## config.mk

```make
export PLATFORM = sky130hd
export DESIGN_NAME = tpu_c_drain_flat
export DESIGN_NICKNAME = d
export VERILOG_FILES = /design/src/rtl/tpu_c_drain_pkg.sv /design/src/rtl/tpu_c_drain_if.sv /design/src/rtl/tpu_c_drain_fifo.sv /design/src/rtl/tpu_c_drain.sv /design/src/flat_wrapper.sv
export SDC_FILE = /design/constraint.sdc
export NUM_CORES = 1
export LEC_CHECK = 0
export CORE_MARGIN = 10
export CORE_UTILIZATION = 63
export DETAILED_ROUTE_END_ITERATION = 10
export DONT_BUFFER_PORTS = 1
export GPL_TIMING_DRIVEN = 1
export PLACE_DENSITY = 0.79
export SYNTH_ARGS = -nofsm -noshare
export SYNTH_HDL_FRONTEND = slang
export SYNTH_HIERARCHICAL = 1
export SYNTH_SLANG_ARGS = --single-unit
```

## constraint.sdc

```tcl
create_clock -name clk -period 4.6 [get_ports clk]
set_input_delay 0.92 -clock clk [delete_from_list [all_inputs] [get_ports clk]]
set_output_delay 0.92 -clock clk [all_outputs]
set_load 0.03 [all_outputs]
```

## src/rtl/tpu_c_drain_pkg.sv

```systemverilog
`default_nettype none
// +----------------------------------------------------------------------------+
// | Package     : tpu_pkg                                                      |
// | Description : Shared defaults and types for the TPU C-matrix drain path.   |
// |               Holds the array/word geometry defaults, the drain FSM state  |
// |               type and a small width helper used by the drain modules.     |
// | Revision    : 1.0 - initial release                                        |
// +----------------------------------------------------------------------------+
package tpu_pkg;

  localparam int DIM_DFLT        = 8;   // systolic array dimension
  localparam int BITS_C_DFLT     = 16;  // accumulator element width
  localparam int DATAW_DFLT      = 64;  // host word width
  localparam int FIFO_DEPTH_DFLT = 4;   // output buffer depth in words

  typedef enum logic [1:0] {
    ST_IDLE  = 2'd0,
    ST_LOAD  = 2'd1,
    ST_PUSH  = 2'd2,
    ST_FLUSH = 2'd3
  } drain_state_t;

  // Index width that never collapses to zero bits for tiny ranges.
  function automatic int clog2_min1(input int n);
    return (n > 1) ? $clog2(n) : 1;
  endfunction

endpackage
`default_nettype wire

```

## src/rtl/tpu_c_drain_if.sv

```systemverilog
`default_nettype none
// +----------------------------------------------------------------------------+
// | Interface   : tpu_c_drain_if                                               |
// | Description : Valid/ready result stream from the C drain toward the host.  |
// |   out_data  : packed result word                                           |
// |   out_valid : out_data holds a word                                        |
// |   out_ready : host accepts the word (transfer on valid & ready at clk)     |
// |   out_last  : qualifies the final word of a matrix                         |
// |   master = drain side, slave = host side                                   |
// | Revision    : 1.0 - initial release                                        |
// +----------------------------------------------------------------------------+
interface tpu_c_drain_if
  import tpu_pkg::*;
#(
  parameter int DATAW = DATAW_DFLT
);

  logic [DATAW-1:0] out_data;
  logic             out_valid;
  logic             out_ready;
  logic             out_last;

  modport master (
    output out_data,
    output out_valid,
    output out_last,
    input  out_ready
  );

  modport slave (
    input  out_data,
    input  out_valid,
    input  out_last,
    output out_ready
  );

endinterface
`default_nettype wire

```

## src/rtl/tpu_c_drain_fifo.sv

```systemverilog
`default_nettype none
// +----------------------------------------------------------------------------+
// | Module      : tpu_word_fifo                                                |
// | Description : Registered show-ahead synchronous FIFO. A word written at    |
// |               edge t is visible on pop_data_o from cycle t+1. Pushes are   |
// |               refused when full even if a pop happens in the same cycle.   |
// |   clk, rst_n  : clock, asynchronous active-low reset (pointers/count only) |
// |   push_i      : write push_data_i (ignored when full)                      |
// |   pop_i       : retire the head word (ignored when empty)                  |
// |   pop_data_o  : head word                                                  |
// |   count_o     : words held; full_o / empty_o status flags                  |
// | Revision    : 1.0 - initial release                                        |
// +----------------------------------------------------------------------------+
module tpu_word_fifo
  import tpu_pkg::*;
#(
  parameter int WIDTH = DATAW_DFLT + 1,
  parameter int DEPTH = FIFO_DEPTH_DFLT
) (
  input  logic                       clk,
  input  logic                       rst_n,
  input  logic                       push_i,
  input  logic [WIDTH-1:0]           push_data_i,
  input  logic                       pop_i,
  output logic [WIDTH-1:0]           pop_data_o,
  output logic [$clog2(DEPTH+1)-1:0] count_o,
  output logic                       full_o,
  output logic                       empty_o
);

  localparam int PW = clog2_min1(DEPTH);
  localparam int CW = $clog2(DEPTH + 1);

  logic [WIDTH-1:0] mem_q [DEPTH];
  logic [PW-1:0]    wr_ptr_q;
  logic [PW-1:0]    rd_ptr_q;
  logic [CW-1:0]    count_q;
  logic             w_push;
  logic             w_pop;

  // Wrapping increment that also works for non power-of-two depths.
  function automatic logic [PW-1:0] ptr_inc(input logic [PW-1:0] p);
    return (p == PW'(DEPTH - 1)) ? '0 : p + PW'(1);
  endfunction

  assign full_o     = (count_q == CW'(DEPTH));
  assign empty_o    = (count_q == '0);
  assign count_o    = count_q;
  assign w_push     = push_i & ~full_o;
  assign w_pop      = pop_i & ~empty_o;
  assign pop_data_o = mem_q[rd_ptr_q];

  // Storage carries no reset; only the bookkeeping below does.
  always_ff @(posedge clk) begin
    if (w_push) begin
      mem_q[wr_ptr_q] <= push_data_i;
    end
  end

  always_ff @(posedge clk or negedge rst_n) begin
    if (!rst_n) begin
      wr_ptr_q <= '0;
      rd_ptr_q <= '0;
      count_q  <= '0;
    end else begin
      if (w_push) begin
        wr_ptr_q <= ptr_inc(wr_ptr_q);
      end
      if (w_pop) begin
        rd_ptr_q <= ptr_inc(rd_ptr_q);
      end
      case ({w_push, w_pop})
        2'b10:   count_q <= count_q + CW'(1);
        2'b01:   count_q <= count_q - CW'(1);
        default: count_q <= count_q;
      endcase
    end
  end

endmodule
`default_nettype wire

```

## src/rtl/tpu_c_drain.sv

```systemverilog
`default_nettype none
// +----------------------------------------------------------------------------+
// | Module      : tpu_c_drain                                                  |
// | Description : Unloads the systolic array's C matrix row by row, packs each |
// |               row into DATAW-bit words (lowest element in the low bits)    |
// |               and streams them to the host through a small FIFO, tagging   |
// |               the final word with out_last and pulsing done afterwards.    |
// |   clk, rst_n : clock, asynchronous active-low reset                        |
// |   start_i    : one-cycle unload request (ignored while busy / in done)     |
// |   crow_o     : row select toward the array's C read port                   |
// |   cout_i     : selected C row, combinationally valid                       |
// |   busy_o     : unload in progress                                          |
// |   done_o     : one-cycle pulse after the last word transfers               |
// |   out_if     : valid/ready result stream (master side)                     |
// | Revision    : 1.0 - initial release                                        |
// +----------------------------------------------------------------------------+
module tpu_c_drain
  import tpu_pkg::*;
#(
  parameter int BITS_C     = BITS_C_DFLT,
  parameter int DIM        = DIM_DFLT,
  parameter int DATAW      = DATAW_DFLT,
  parameter int FIFO_DEPTH = FIFO_DEPTH_DFLT
) (
  input  logic                    clk,
  input  logic                    rst_n,
  input  logic                    start_i,
  output logic [$clog2(DIM)-1:0]  crow_o,
  input  logic [BITS_C-1:0]       cout_i [DIM],
  output logic                    busy_o,
  output logic                    done_o,
  tpu_c_drain_if.master           out_if
);

  localparam int WPR = DIM * BITS_C / DATAW;   // words per row
  localparam int RW  = $clog2(DIM);
  localparam int WW  = clog2_min1(WPR);
  localparam int CW  = $clog2(FIFO_DEPTH + 1);

  drain_state_t      state_q;
  logic [RW-1:0]     row_q;
  logic [WW-1:0]     word_q;
  logic              busy_q;
  logic              done_q;
  logic [BITS_C-1:0] rowreg_q [DIM];

  logic [DIM*BITS_C-1:0] w_row_flat;
  logic [DATAW-1:0]      w_words [WPR];
  logic                  w_last_tag;
  logic                  w_push;
  logic                  w_pop;
  logic                  w_full;
  logic                  w_empty;
  logic [CW-1:0]         w_count;
  logic [DATAW:0]        w_fifo_head;

  // Flatten the captured row so element i sits at bits [i*BITS_C +: BITS_C].
  for (genvar i = 0; i < DIM; i++) begin : g_flat
    assign w_row_flat[i*BITS_C +: BITS_C] = rowreg_q[i];
  end

  for (genvar w = 0; w < WPR; w++) begin : g_words
    assign w_words[w] = w_row_flat[w*DATAW +: DATAW];
  end

  assign w_last_tag = (row_q == RW'(DIM - 1)) && (word_q == WW'(WPR - 1));
  assign w_push     = (state_q == ST_PUSH) && !w_full;
  assign w_pop      = out_if.out_valid && out_if.out_ready;

  tpu_word_fifo #(
    .WIDTH (DATAW + 1),
    .DEPTH (FIFO_DEPTH)
  ) u_fifo (
    .clk         (clk),
    .rst_n       (rst_n),
    .push_i      (w_push),
    .push_data_i ({w_last_tag, w_words[word_q]}),
    .pop_i       (w_pop),
    .pop_data_o  (w_fifo_head),
    .count_o     (w_count),
    .full_o      (w_full),
    .empty_o     (w_empty)
  );

  assign out_if.out_valid = (w_count != '0);
  assign out_if.out_data  = w_fifo_head[DATAW-1:0];
  // Storage is not reset, so the tag is masked while nothing is presented.
  assign out_if.out_last  = w_fifo_head[DATAW] & ~w_empty;

  assign crow_o = row_q;
  assign busy_o = busy_q;
  assign done_o = done_q;

  // Row register: captures the array row while crow_o points at it.
  always_ff @(posedge clk) begin
    if (state_q == ST_LOAD) begin
      rowreg_q <= cout_i;
    end
  end

  always_ff @(posedge clk or negedge rst_n) begin
    if (!rst_n) begin
      state_q <= ST_IDLE;
      row_q   <= '0;
      word_q  <= '0;
      busy_q  <= 1'b0;
      done_q  <= 1'b0;
    end else begin
      done_q <= 1'b0;
      case (state_q)
        ST_IDLE: begin
          // The done cycle is already IDLE; a start there must not retrigger.
          if (start_i && !done_q) begin
            state_q <= ST_LOAD;
            row_q   <= '0;
            busy_q  <= 1'b1;
          end
        end
        ST_LOAD: begin
          state_q <= ST_PUSH;
          word_q  <= '0;
        end
        ST_PUSH: begin
          if (!w_full) begin
            if (word_q == WW'(WPR - 1)) begin
              if (row_q == RW'(DIM - 1)) begin
                state_q <= ST_FLUSH;
              end else begin
                row_q   <= row_q + RW'(1);
                state_q <= ST_LOAD;
              end
            end else begin
              word_q <= word_q + WW'(1);
            end
          end
        end
        ST_FLUSH: begin
          if (w_pop && out_if.out_last) begin
            state_q <= ST_IDLE;
            row_q   <= '0;
            word_q  <= '0;
            busy_q  <= 1'b0;
            done_q  <= 1'b1;
          end
        end
        default: begin
          state_q <= ST_IDLE;
          busy_q  <= 1'b0;
        end
      endcase
    end
  end

endmodule
`default_nettype wire

```

## src/flat_wrapper.sv

```systemverilog
// flat-port wrapper written by rule: the top's interface ports become plain ports
module tpu_c_drain_flat import tpu_pkg::*;
#(
  parameter int BITS_C     = BITS_C_DFLT,
  parameter int DIM        = DIM_DFLT,
  parameter int DATAW      = DATAW_DFLT,
  parameter int FIFO_DEPTH = FIFO_DEPTH_DFLT
)
  (clk, rst_n, start_i, crow_o, cout_i, busy_o, done_o, out_if_out_data, out_if_out_valid, out_if_out_last, out_if_out_ready);
  tpu_c_drain_if #(.DATAW(DATAW)) out_if_i ();
  input  logic clk;
  input  logic rst_n;
  input  logic start_i;
  output logic [$clog2(DIM)-1:0] crow_o;
  input  logic [BITS_C-1:0] cout_i[DIM];
  output logic busy_o;
  output logic done_o;
  output wire logic [$bits(out_if_i.out_data)-1:0] out_if_out_data;
  output wire logic [$bits(out_if_i.out_valid)-1:0] out_if_out_valid;
  output wire logic [$bits(out_if_i.out_last)-1:0] out_if_out_last;
  input wire logic [$bits(out_if_i.out_ready)-1:0] out_if_out_ready;
  assign out_if_out_data = out_if_i.out_data;
  assign out_if_out_valid = out_if_i.out_valid;
  assign out_if_out_last = out_if_i.out_last;
  assign out_if_i.out_ready = out_if_out_ready;
  tpu_c_drain #(.BITS_C(BITS_C), .DIM(DIM), .DATAW(DATAW), .FIFO_DEPTH(FIFO_DEPTH)) u_core (.clk(clk), .rst_n(rst_n), .start_i(start_i), .crow_o(crow_o), .cout_i(cout_i), .busy_o(busy_o), .done_o(done_o), .out_if(out_if_i));
endmodule
```

==> impl_metrics.ini <==
[power]
p_int_w = 0.00823
comb_power_share = 0.265
vdd.ir_drop.worst_mv = 0.488
p_seq_frac = 0.497
p_switching_w = 0.00394
p_sw_frac = 0.324
p_leak_nw = 5.33
powerDensity_nw_per_um2 = 739
pwr-share-clk = 0.238

[final_layout]
final_cells = 1004
layout-drive-gt1-share = 0.300
synthToLayoutAreaGrowth_pct = 9.79
fill_cells = 1399
finalNetCount = 798

[clock_network]
clk_pin_slew_ns = 0.06
clockBufferDepth = 3
clock-sinks = 403
ctsHoldBuffers = 0
post_cts_buffers = 0
clock_latency_ns = 0.52
numCtsBuffers = 39
clockRootBuffer = clkbuf_16
h-tree-depth = 2
cts_resized = 0
cts_tree = yes

[timing]
tightest_slew_ns = 1.14
rsz0062_at_grt = no
hold_viol = 0
setup_tns_ns = 0
timing.fmax_mhz = 275
min_period_over_period = 0.790
layout_min_cycle_time_ns = 3.63
max_slew_margin = 0.243
slew_violations = 0
setup_viol = 0
fin_worst_skew_ns = 0.0199

[critical_path]
cp.arrival_ns = 2.71
slowest_stage = dfrtp_4
crit_chain = buf_4 -> mux4_2
worstPathRequired_ns = 3.68
start_kind = register
reg2reg_depth = 5
cp_max_fo = 55
critPathTopFamily = flip-flops
r2r_start = u_core/state_q[0]
crit_start = u_core/u_fifo/rd_ptr_q[0]
critPathKind = register to output pin
cp.depth = 2
critPathBufInv = 1
cpPeakStageDelay_ns = 1.16
endpoint_kind = output pin

[min_path]
worstHoldPathType = input port to async pin

[job]
cap_violations = 0

[grt]
grt-ovfl-total = 0
grt_pass1_wl_um = 41300
antenna_found_initial = 9
grt_pass1_vias = 6645
grt_usage = 0.178
grt_max_degree = 68

[floorplan]
rows = 56
fp.dieW_um = 174
dieArea_sq_um = 30400
core_sq_um = 23500
initial_core_util = 0.639
io_pins = 203
die_y_um = 174

[logic_synthesis]
ys_warn_count = 6
ys.flop_type = edfxtp_1
synth_top_cells_by_area = edfxtp_1 (78%), mux4_2 (9.8%), mux2_2 (5.1%)
synth_xor_area_frac = 0.00175
synth_top_family_by_area = multiplexers
synth_fa_ha_area_frac = 0.0122
syn_area_sq_um = 15000
synth.distinct_cells = 37
ys_ff_latch = 403
synth_top_area_frac = 0.776
postSynth.asyncResetShare = 0.0372
syn-instance-count = 629
synth-edff-count = 388
synth_top_cell_by_area = edfxtp_1
avgSynthCellArea_sq_um = 23.9
seq_area_frac_synth = 0.801
synth-simple-area-share = 0.0114
syn_nets = 775
synth-compound-area-share = 0.00667
synth_mux_area_frac = 0.152

[routing]
wl_per_cell_um = 27.0
antenna_left = 0
dr.pass1.iters = 4
num_vias = 6121
via_per_inst = 6.10
drt_iter0_drc = 355
drc_errors = 0
wl_um = 27100

[placed_design]
dp_hpwl_um = 16200
placedCellCount = 930
io_buffer_count = 0
globalplace.congestion = 0.758

[status]
status = complete, no violations
-- power by group through the flow --
stage                     clock [W]  combinational, W  sequential, W
after floorplan                   0           0.00304        0.00568
final                       0.00290           0.00323        0.00604
after detailed placement          0           0.00328        0.00612
after global routing        0.00310           0.00345        0.00615
after CTS                   0.00297           0.00330        0.00607
after global placement            0           0.00314        0.00605
-- registers in the layout, summed over array words and instances, names as in the netlist --
name and cells:
u_core/busy_o 1, u_core/crow_o 3, u_core/done_o 1, u_core/rowreg_q 128, u_core/state_q 2, u_core/u_fifo/count_o 3
u_core/u_fifo/mem_q 260, u_core/u_fifo/rd_ptr_q 2, u_core/u_fifo/wr_ptr_q 2, u_core/word_q 1
-- synthesized netlist by cell type (2+ instances only) --
cell	number
xor2_1	2
mux2_2	68
dfrtp_1	15
a31oi_1	2
a21oi_1	3
buf_4	3
buf_2	12
nor2_1	4
mux2i_1	3
mux4_2	65
nand2_1	4
inv_1	12
nor2b_1	3
clkbuf_1	2
edfxtp_1	388
buf_12	4
ha_1	13
nand2b_1	3
and2_1	5
-- layer usage --
layer  wire, um  vias to the layer above  track usage
li1           -                     2644            -
met2      14500                      201        0.314
met4        574                        4       0.0474
met5         32                        -            0
met3       1970                       46       0.0605
met1      10100                     3226        0.204
-- stage by stage --
stage	worst slack, ns	hold WS (ns)	total power (W)	cell area [sq um]	util
2_1_floorplan	0.595	0.489	0.00872	15000	-
3_3_place_gp	1.45	0.511	0.00919	15300	0.651
3_5_place_dp	1.39	0.520	0.00940	15300	0.651
4_1_cts	0.831	0.0750	0.0123	16500	0.701
5_1_grt	0.746	0.0723	0.0127	16500	0.702
6_report	0.966	0.101	0.0122	16500	0.702
-- worst paths after layout --
path / endpoint / slack (ns)
min reg2reg: u_core/u_fifo/count_o[2] / 0.54
min: u_core/u_fifo/wr_ptr_q[0] / 0.10
max in group asynchronous: u_core/u_fifo/rd_ptr_q[1] / 4.42
max: out_if_out_data[41] / 0.97
min in group clk: u_core/rowreg_q[100] / 0.49
max reg2reg: u_core/u_fifo/mem_q[3][61] / 1.59
-- cell families after synthesis --
kind of cell               count (synthesis)
DFF                                      403
muxes                                    137
buffers and inverters                     34
and+or+nand+nor                           26
adders and majority gates                 14
AOI/OAI and AO/OA                         12
xor gates and xnor gates                   3
-- cells in the final DEF, fill, tap and decap left out, drive strengths merged, types with 2 or more instances in the layout --
| cell | synthesis | routed |
|---|---|---|
| nand2 | 4 | 4 |
| mux2 | 69 | 69 |
| ha | 13 | 13 |
| nand2b | 4 | 4 |
| nor2b | 3 | 3 |
| buf | 20 | 4 |
| a21oi | 3 | 3 |
| mux4 | 65 | 65 |
| nor2 | 4 | 4 |
| edfxtp | 388 | 388 |
| a31oi | 2 | 2 |
| clkinv | 0 | 14 |
| clkbuf | 2 | 51 |
| dfrtp | 15 | 15 |
| diode | 0 | 6 |
| and2 | 5 | 5 |
| mux2i | 3 | 3 |
| inv | 12 | 13 |
| xor2 | 2 | 2 |
-- cell type report --
cell class	count	area, sq um	share of cell area
flip-flops and latches	403	12000	0.731
multi-input cells	192	2780	0.169
clock buffers	51	1040	0.0632
well taps	319	399	0.0242
clock inverters	17	131	0.00797
inverters	12	45.0	0.00273
repair buffers	4	30.0	0.00182
diodes	6	15.0	0.000911
Note: power is estimated with default switching activity, not from simulation.
==> RTL edit: new RTL, same settings <==
Encoding of `drain_state_t`: now one-hot (4 bits for 4 states).
--- a/src/rtl/tpu_c_drain_pkg.sv
+++ b/src/rtl/tpu_c_drain_pkg.sv
@@ -13,11 +13,11 @@
   localparam int DATAW_DFLT      = 64;  // host word width
   localparam int FIFO_DEPTH_DFLT = 4;   // output buffer depth in words
 
-  typedef enum logic [1:0] {
-    ST_IDLE  = 2'd0,
-    ST_LOAD  = 2'd1,
-    ST_PUSH  = 2'd2,
-    ST_FLUSH = 2'd3
+  typedef enum logic [3:0] {
+    ST_IDLE  = 4'b0001,
+    ST_LOAD  = 4'b0010,
+    ST_PUSH  = 4'b0100,
+    ST_FLUSH = 4'b1000
   } drain_state_t;
 
   // Index width that never collapses to zero bits for tiny ranges.
Function: no difference found for any inputs over 4 cycles, from zero or initial values and one cycle with rst_n low; so few cycles prove little.
==> RTL edit against the original RTL <==
  * Critical path depth did not move
  * Cell area grew 0.70%
  * Hold slack gained 5.7 ps
  * Sequential cell count is 2 higher
  * Die area grew 0.19%
  * Area after synthesis is 0.22% higher
  * Clock skew is 8.0 ps lower
  * Core utilization grew 0.49 points
  * Wire length up 0.61%
  * Count of clock-buffer cells in the layout grew 3
  * Total power decreased by 11%
  * Setup slack better by 180 ps
  * First-iteration DRC count increased by 40%
==> RTL edit: results (changes against the original RTL) <==
| Metric | Value |
|---|---|
| Status | `completed` |
| Crit path arrival time | `2530 ps (-180 ps)` |
| Share of layout cells above drive strength 1 | `0.299 (-0.00102)` |
| Fill cell count | `1348 (-3.6%)` |
| Critical Path Max Stage Delay | `790 ps (-370 ps)` |
| Number of synthesized flops with an enable pin | `388 (unchanged)` |
| Largest net degree at the start of global routing | `66 (-2.9%)` |
| Post-synthesis compound-gate area fraction | `0.00649 (-0.000181)` |
| DR iter-0 viols | `496 (+40%)` |
| Post-Synth XOR/XNOR Area | `0.00233 (+0.000579)` |
| Worst-margin pin slew | `1080 ps (-53.5 ps)` |
| Gr usage total | `0.176 (-0.00220)` |
| Post-synth top cells | `edfxtp_1, mux2_2, mux4_2, dfrtp_1, inv_1` |
| Worst-Skew Late Latency | `510 ps` |
| First drt pass iteration count | `5 (+1)` |
| Synth Instances | `636 (+1.1%)` |
| Dpl cells | `937 (+0.75%)` |
| Internal power | `7.62 mW (-7.4%)` |
| Clock Skew | `12.0 ps (-7.96 ps)` |
| Max IR drop VDD | `557 uV (+14%)` |
| Antenna violations before repair | `3 (-6)` |
| Worst Hold Class | `input pin to asynchronous set/reset pin` |
| Mapped Nets | `777 (+0.26%)` |
| Final Routed Wirelength | `27300 microns (+0.61%)` |
| Mux share of post-synthesis cell area | `0.151 (-0.000328)` |
| Crit path max fanout | `30 (-45%)` |
| DR WL/cell | `27.0 microns (about the same)` |
| Leading register cell type out of synthesis | `edfxtp_1` |
| Nets | `800 (+0.25%)` |
| Seq/Total Area, Yosys | `0.803 (+0.00168)` |
| Synth unique cells | `43 (+16%)` |
| Fraction of registers with async set/reset | `0.0420 (+0.00475)` |
| Post-Synth Adder-Cell Area | `0.00799 (-0.00419)` |
| Leakage power | `5.30 nW (-0.51%)` |
| Vias | `6140 (+0.31%)` |
| Regs by FF count | `u_core/u_fifo/mem_q x260, u_core/rowreg_q x128, u_core/state_q x4` |
| Post-cts resize count | `0 (unchanged)` |
| Vias in the first global route | `6612 (-0.50%)` |
| First-pass GRT wire length | `40500 microns (-1.8%)` |
| Top cells by area, synth | `edfxtp_1, mux4_2, mux2_2` |
| RD Place Congestion | `0.802 (+5.8%)` |
| DP Wirelength | `17200 microns (+6.0%)` |
## RTL edit: cell count changes after synthesis, sizes merged, moves of 2 or more
cell    delta
buf        +2
a21boi     +2
a21oi      -2
a31oi      -2
nand2      -2
nand2b     -3
nor2       +5
nor4b      +4
o21ai      +2
ha         -5
## RTL edit: cells by family after synthesis
logic type	after synthesis
compound gates	12
fa+ha+maj	9
flops	405
xor+xnor	4
mux	137
simple gates	33
buf+inv	36
## RTL edit: stage by stage
stage	worst slack, ps	area [sq um]
3_5_place_dp	1560	15300
6_report	1150	16600
4_1_cts	1040	16600
3_3_place_gp	1630	15300
2_1_floorplan	-500	15100
5_1_grt	960	16600
## RTL edit: per-layer routing
| metal | part of all wire | up-vias | track usage |
|---|---|---|---|
| li1 | - | 2666 | - |
| met1 | 0.38 | 3237 | 0.204 |
| met2 | 0.55 | 196 | 0.318 |
| met3 | 0.055 | 41 | 0.0449 |
| met4 | 0.019 | 0 | 0.0473 |
| met5 | 0 | - | 0 |
## RTL edit: area by class of cell
cell class	instances	area, sq um	share of cell area
diodes	4	10.0	0.000603
clock buffers	54	1070	0.0648
clock inverters	16	176	0.0106
inverters	12	45.0	0.00271
multi-input cells	195	2750	0.166
flip-flops and latches	405	12100	0.729
well taps	319	399	0.0241
repair buffers	6	45.0	0.00271
## RTL edit: final timing paths
kind	end	from	slack [ps]	depth (start not counted)
setup reg to reg	u_core/u_fifo/mem_q[2][34]	u_core/state_q[2]	1510	4
hold / removal	u_core/u_fifo/count_o[1]	rst_n	110	0
setup / recovery	out_if_out_data[39]	u_core/u_fifo/rd_ptr_q[0]	1150	2
hold reg to reg	u_core/u_fifo/count_o[2]	u_core/u_fifo/count_o[2]	540	1
max in group asynchronous	u_core/state_q[0]	rst_n	4320	0
min in group clk	u_core/rowreg_q[65]	cout_i[65]	500	0
## RTL edit: power by group through the flow
stage	Clock (mW)	Combinational, mW	Sequential [mW]
2_1_floorplan	0	2.46	5.03
3_3_place_gp	0	2.58	5.21
3_5_place_dp	0	2.69	5.24
4_1_cts	3.13	2.71	5.18
5_1_grt	3.28	2.82	5.22
6_report	3.06	2.65	5.17
